--- src/rtl/fx_div_seq.sv ---
// Sequential signed fixed-point divider, Q(QINT).(QFRAC).
// Restoring shift-subtract division on operand magnitudes produces one
// quotient bit per cycle. A final cycle applies the sign, saturation and
// the divide-by-zero and overflow flags. The start/done handshake matches
// the pipelined multiplier, so either operator can sit behind one wrapper.
module fx_div_seq #(
  parameter int WIDTH = 32,
  parameter int QINT  = 16,
  parameter int QFRAC = WIDTH - QINT
) (
  input  logic             clk,
  input  logic             rst,
  input  logic             start,
  input  logic [WIDTH-1:0] a,
  input  logic [WIDTH-1:0] b,
  output logic [WIDTH-1:0] result,
  output logic             done,
  output logic             busy,
  output logic             div_by_zero,
  output logic             overflow
);

  // Quotient bits produced: the dividend is pre-scaled by 2^QFRAC.
  localparam int N  = WIDTH + QFRAC;
  localparam int CW = $clog2(N);

  localparam logic [WIDTH-1:0] MAX_POS = {1'b0, {(WIDTH-1){1'b1}}};
  localparam logic [WIDTH-1:0] MIN_NEG = {1'b1, {(WIDTH-1){1'b0}}};

  typedef enum logic [1:0] {
    IDLE,
    CALC,
    FIN
  } state_t;

  state_t state, state_nxt;

  logic             sign_q;   // sign of the true quotient
  logic             a_neg_q;  // dividend sign, selects the divide-by-zero limit
  logic [N-1:0]     num_q;    // scaled dividend magnitude, consumed MSB first
  logic [WIDTH:0]   rem_q;    // partial remainder
  logic [N-1:0]     quo_q;    // magnitude quotient, filled from the LSB
  logic [WIDTH-1:0] bmag_q;   // divisor magnitude
  logic [CW-1:0]    cnt_q;    // iteration counter

  logic [WIDTH-1:0] amag, bmag_in;
  logic [WIDTH:0]   rem_shift, rem_sub;
  logic             rem_ge;
  logic             last_iter;

  logic [WIDTH-1:0] fin_result;
  logic             fin_dbz, fin_ov;
  logic             pos_ovf, neg_ovf;
  logic [WIDTH-1:0] q_low;

  // Operand magnitudes. The most-negative value maps to 2^(WIDTH-1) exactly.
  always_comb begin
    amag    = a[WIDTH-1] ? (~a + WIDTH'(1)) : a;
    bmag_in = b[WIDTH-1] ? (~b + WIDTH'(1)) : b;
  end

  // One restoring step: shift in the next dividend bit, then trial-subtract.
  always_comb begin
    rem_shift = {rem_q[WIDTH-1:0], num_q[N-1]};
    rem_ge    = (rem_shift >= {1'b0, bmag_q});
    rem_sub   = rem_shift - {1'b0, bmag_q};
    last_iter = (cnt_q == CW'(N-1));
  end

  // Final result: sign application, saturation and flags.
  always_comb begin
    q_low      = quo_q[WIDTH-1:0];
    pos_ovf    = |quo_q[N-1:WIDTH-1];
    neg_ovf    = (|quo_q[N-1:WIDTH]) | (quo_q[WIDTH-1] & (|quo_q[WIDTH-2:0]));
    fin_result = '0;
    fin_dbz    = 1'b0;
    fin_ov     = 1'b0;
    if (bmag_q == '0) begin
      fin_dbz    = 1'b1;
      fin_result = a_neg_q ? MIN_NEG : MAX_POS;
    end else if (!sign_q && pos_ovf) begin
      fin_ov     = 1'b1;
      fin_result = MAX_POS;
    end else if (sign_q && neg_ovf) begin
      fin_ov     = 1'b1;
      fin_result = MIN_NEG;
    end else begin
      // Negating a zero quotient yields zero, so the result is always +0.
      fin_result = sign_q ? (~q_low + WIDTH'(1)) : q_low;
    end
  end

  // State register.
  always_ff @(posedge clk or posedge rst) begin
    if (rst) state <= IDLE;
    else     state <= state_nxt;
  end

  // Next-state logic.
  always_comb begin
    state_nxt = state;
    unique case (state)
      IDLE:    if (start) state_nxt = CALC;
      CALC:    if (last_iter) state_nxt = FIN;
      FIN:     state_nxt = IDLE;
      default: state_nxt = IDLE;
    endcase
  end

  assign busy = (state != IDLE);

  // Datapath and registered outputs.
  always_ff @(posedge clk or posedge rst) begin
    if (rst) begin
      sign_q      <= 1'b0;
      a_neg_q     <= 1'b0;
      num_q       <= '0;
      rem_q       <= '0;
      quo_q       <= '0;
      bmag_q      <= '0;
      cnt_q       <= '0;
      result      <= '0;
      done        <= 1'b0;
      div_by_zero <= 1'b0;
      overflow    <= 1'b0;
    end else begin
      done <= 1'b0;
      unique case (state)
        IDLE: begin
          if (start) begin
            sign_q  <= a[WIDTH-1] ^ b[WIDTH-1];
            a_neg_q <= a[WIDTH-1];
            num_q   <= {amag, {QFRAC{1'b0}}};
            bmag_q  <= bmag_in;
            rem_q   <= '0;
            quo_q   <= '0;
            cnt_q   <= '0;
          end
        end
        CALC: begin
          num_q <= {num_q[N-2:0], 1'b0};
          if (rem_ge) begin
            rem_q <= rem_sub;
            quo_q <= {quo_q[N-2:0], 1'b1};
          end else begin
            rem_q <= rem_shift;
            quo_q <= {quo_q[N-2:0], 1'b0};
          end
          cnt_q <= cnt_q + CW'(1);
        end
        FIN: begin
          result      <= fin_result;
          div_by_zero <= fin_dbz;
          overflow    <= fin_ov;
          done        <= 1'b1;
        end
        default: ;
      endcase
    end
  end

endmodule

--- config.mk ---
export PLATFORM = sky130hd
export DESIGN_NAME = fx_div_seq
export DESIGN_NICKNAME = d
export VERILOG_FILES = /design/src/rtl/fx_div_seq.sv
export SDC_FILE = /design/constraint.sdc
export NUM_CORES = 1
export LEC_CHECK = 0
export CORE_MARGIN = 3
export CORE_UTILIZATION = 44
export CTS_BUF_LIST = sky130_fd_sc_hd__clkbuf_16
export CTS_CLUSTER_SIZE = 10
export DETAILED_ROUTE_END_ITERATION = 7
export SYNTH_ARGS = -nofsm -noshare
export SYNTH_HDL_FRONTEND = slang
export SYNTH_SLANG_ARGS = --single-unit
--- constraint.sdc ---
create_clock -name clk -period 8.3 [get_ports clk]
set_input_delay 1.66 -clock clk [delete_from_list [all_inputs] [get_ports clk]]
set_output_delay 1.66 -clock clk [all_outputs]
set_load 0.005 [all_outputs]
==> impl_metrics.env <==
export IMPL_die_area_um2=28300
export IMPL_worstPathMaxFanout=5
export IMPL_ys_flop_type="dfrtp_1"
export IMPL_crit_path_start_kind="input pin"
export IMPL_slew_headroom_pct=28.0
export IMPL_cp_num_buf_inv=1
export IMPL_tritoncts="yes"
export IMPL_endpoint_kind="flop"
export IMPL_fp_coreArea_um2=25500
export IMPL_synth_commonest_cells="nand2_1, o21ai_0, dfrtp_1"
export IMPL_hold_path_class="flop to flop"
export IMPL_dp_hpwl_um=20600
export IMPL_start_util_pct=45.3
export IMPL_synth_edf_count=0
export IMPL_yosys_area_top_type_share_pct=40.9
export IMPL_synth_area_leaders="dfrtp_1, o21ai_0, nand2_1, xor2_1, ha_1"
export IMPL_fin_crit_ns=4.23
export IMPL_tightestPinTransition_ns=1.08
export IMPL_synth_cell_type_count=70
export IMPL_synthArstFlopShare_pct=100
export IMPL_grt_pass1_vias=9421
export IMPL_final_setup_viol_count=0
export IMPL_cts_repair_resized=0
export IMPL_antenna_cells=0
export IMPL_die_w_um=168
export IMPL_seqCellArea_um2=4730
export IMPL_synth_most_common_cell="nand2_1"
export IMPL_synth_avg_cell_area_um2=8.40
export IMPL_finalSetupTns_ns=0
export IMPL_max_freq_ghz=0.236
export IMPL_rows=58
export IMPL_status="completed"
export IMPL_drt_antenna_violating_nets=0
export IMPL_drive_above_1_share_pct=4.58
export IMPL_yosysWarnings=0
export IMPL_synth_compound_area_share_pct=22.4
export IMPL_post_cts_setup_buffers=0
export IMPL_crit_path_cell_trace="clkdlybuf4s50_1 -> nor4_1 -> nand3_1 -> or3_1 -> nand2b_1 -> or2_2 -> o41ai_1 -> xor2_1 -> o21ai_0"
export IMPL_grt_total_usage_pct=20.8
export IMPL_rr_startpoint="bmag_q[13]"
export IMPL_synth_seq_area_share_pct=40.9
export IMPL_synth_fa_ha_area_share_pct=4.06
export IMPL_leakage_nw=5.56
export IMPL_place_area_um2=12800
export IMPL_total_power_mw=1.81
export IMPL_grt_pass1_wl_um=49300
export IMPL_powerDensity_nw_per_um2=136
export IMPL_synth_xor_area_share_pct=7.41
export IMPL_routed_wl_um=29400
export IMPL_syn_nets=1482
export IMPL_cts_hold_buf=0
export IMPL_max_cap_viol_count=0
export IMPL_synth_simple_area_share_pct=18.5
export IMPL_finClkSkew_ns=0.0144
export IMPL_cts_htree_levels=4
export IMPL_drtIter0Drc=690
export IMPL_slowest_stage="nor4_1"
export IMPL_areaGrowthSynthToFinish_pct=15.4
export IMPL_avgRoutedWirePerCell_um=16.6
export IMPL_drcViolationCount=0
export IMPL_ioPinCount=103
export IMPL_path_class="input pin to flop"
export IMPL_place_congestion=0.859
export IMPL_vias_per_cell=5.69
export IMPL_grt_max_degree=120
export IMPL_synthMuxAreaShare_pct=2.08
export IMPL_cts_sinks=189
export IMPL_maxSlewViolCount=0
export IMPL_fin_util_pct=52.3
export IMPL_crit_start="b[5]"
export IMPL_multi_input_area_um2=6330
export IMPL_slowest_delay_ns=0.49
export IMPL_clock_latency_ns=0.43
export IMPL_final_fill_count=2486
export IMPL_grt_antenna_before_repair=0
export IMPL_ys_seq_elements=189
export IMPL_worstPathArrival_ns=4.50
export IMPL_clock_path_buffers=2
export IMPL_grt_setup_unrepaired="false"
export IMPL_syn_area_um2=11600
export IMPL_finalNetCount=1531
export IMPL_grt_overflow_total=0
export IMPL_hold_start="result[1]"
export IMPL_clkSlewWorstSetupHoldPaths_ns=0.07
export IMPL_via_count=10100
export IMPL_dr_pass1_iters=5
export IMPL_hold_viol_final=0
export IMPL_synth_largest_area_cell="dfrtp_1"
export IMPL_fin_crit_sh_pct=51.0
export IMPL_port_buffers=102
export IMPL_cts_root_buf="clkbuf_16"
export IMPL_critical_path_top_delay_family="simple AND/OR/NAND/NOR gates"
export IMPL_die_y_um=168
export IMPL_final_cell_area_um2=13400
export IMPL_cts_made_buffers=17
export IMPL_synthCells=1378
export IMPL_vdd_drop_max_mv=0.144
export IMPL_synth_top_family_by_area="compound AO/OA/AOI/OAI gates"
export IMPL_required_ns=8.57
## state kept, by name (all words and copies together) (netlist names)
name / cells
quo_q: 48
bmag_q: 32
num_q: 32
rem_q: 32
result: 32
cnt_q: 6
state: 2
a_neg_q: 1
div_by_zero: 1
done: 1
overflow: 1
sign_q: 1
## stage by stage
| stage | setup WS (ns) | hold slack [ns] | instances |
|---|---|---|---|
| final | 4.07 | 0.481 | 1770 |
| after global routing | 3.84 | 0.516 | 1770 |
| after CTS | 4.10 | 0.482 | 1770 |
| after detailed placement | 3.64 | 0.464 | 1738 |
| after global placement | 3.70 | 0.462 | 1738 |
| after floorplan | 1.50 | 0.449 | 1378 |
## layer usage
| layer | share of wire (%) | up-vias | track usage, % |
|---|---|---|---|
| li1 | - | 5012 | - |
| met1 | 53 | 4794 | 33.0 |
| met2 | 41 | 247 | 29.4 |
| met3 | 4.9 | 22 | 3.80 |
| met4 | 1.1 | 0 | 4.77 |
| met5 | 0 | - | 0 |
## cell type report
type,instances,share of cell area (%)
multi-input combinational,1051,47.4
tap,330,3.09
timing repair buffer,113,8.26
clock inverter,15,1.03
clock buffer,17,3.19
sequential,189,35.4
inverter,55,1.60
## cells in the final DEF (no fill, tap or decap), types with 7 or more instances in the layout
master / n
nand2_1: 237
o21ai_0: 204
dfrtp_1: 189
clkdlybuf4s50_1: 102
xor2_1: 70
a21oi_1: 68
nor2_1: 56
inv_1: 54
nand3_1: 41
ha_1: 36
xnor2_1: 28
a22oi_1: 28
nor3_1: 27
nor4_1: 25
o31ai_1: 25
mux2i_1: 24
o211ai_1: 23
clkbuf_16: 17
nand4_1: 14
nand2b_1: 11
buf_4: 11
or4_1: 10
or3_1: 10
a31oi_1: 10
o41ai_1: 10
a21o_1: 7
or2_2: 7
## worst reg2reg max path, delay by kind of cell, from the launching register on
family / cells / cell delay (ns)
buf+inv: 2 / 0.48
flops: 1 / 0.38
simple gates: 5 / 1.49
compound gates: 3 / 0.89
fa+ha+maj: 1 / 0.43
## worst paths after layout
| check | slack, ns | cells after the start | end |
|---|---|---|---|
| max | 4.07 | 9 | bmag_q[29] |
| min | 0.48 | 2 | result[1] |
| max reg2reg | 4.55 | 11 | rem_q[31] |
| min reg2reg | 0.48 | 2 | result[1] |
| max in group asynchronous | 5.00 | 3 | bmag_q[23] |
| min in group asynchronous | 1.80 | 2 | rem_q[12] |
## power breakdown
part           internal [mW]  switching (mW)  total (mW)  leakage [nW]
Clock                  0.396           0.393       0.788         0.271
Sequential             0.920               0       0.920          2.40
Combinational         0.0481          0.0579       0.106          2.89
## kinds of logic (layout without fill, tap and decap cells)
group           Yosys count  in the layout
compound gates          428            428
xor+xnor                 98             98
fa+ha+maj                37             37
buf+inv                 138            200
flops                   189            189
mux                      24             24
simple gates            464            464
(Power assumes the default switching activity.)
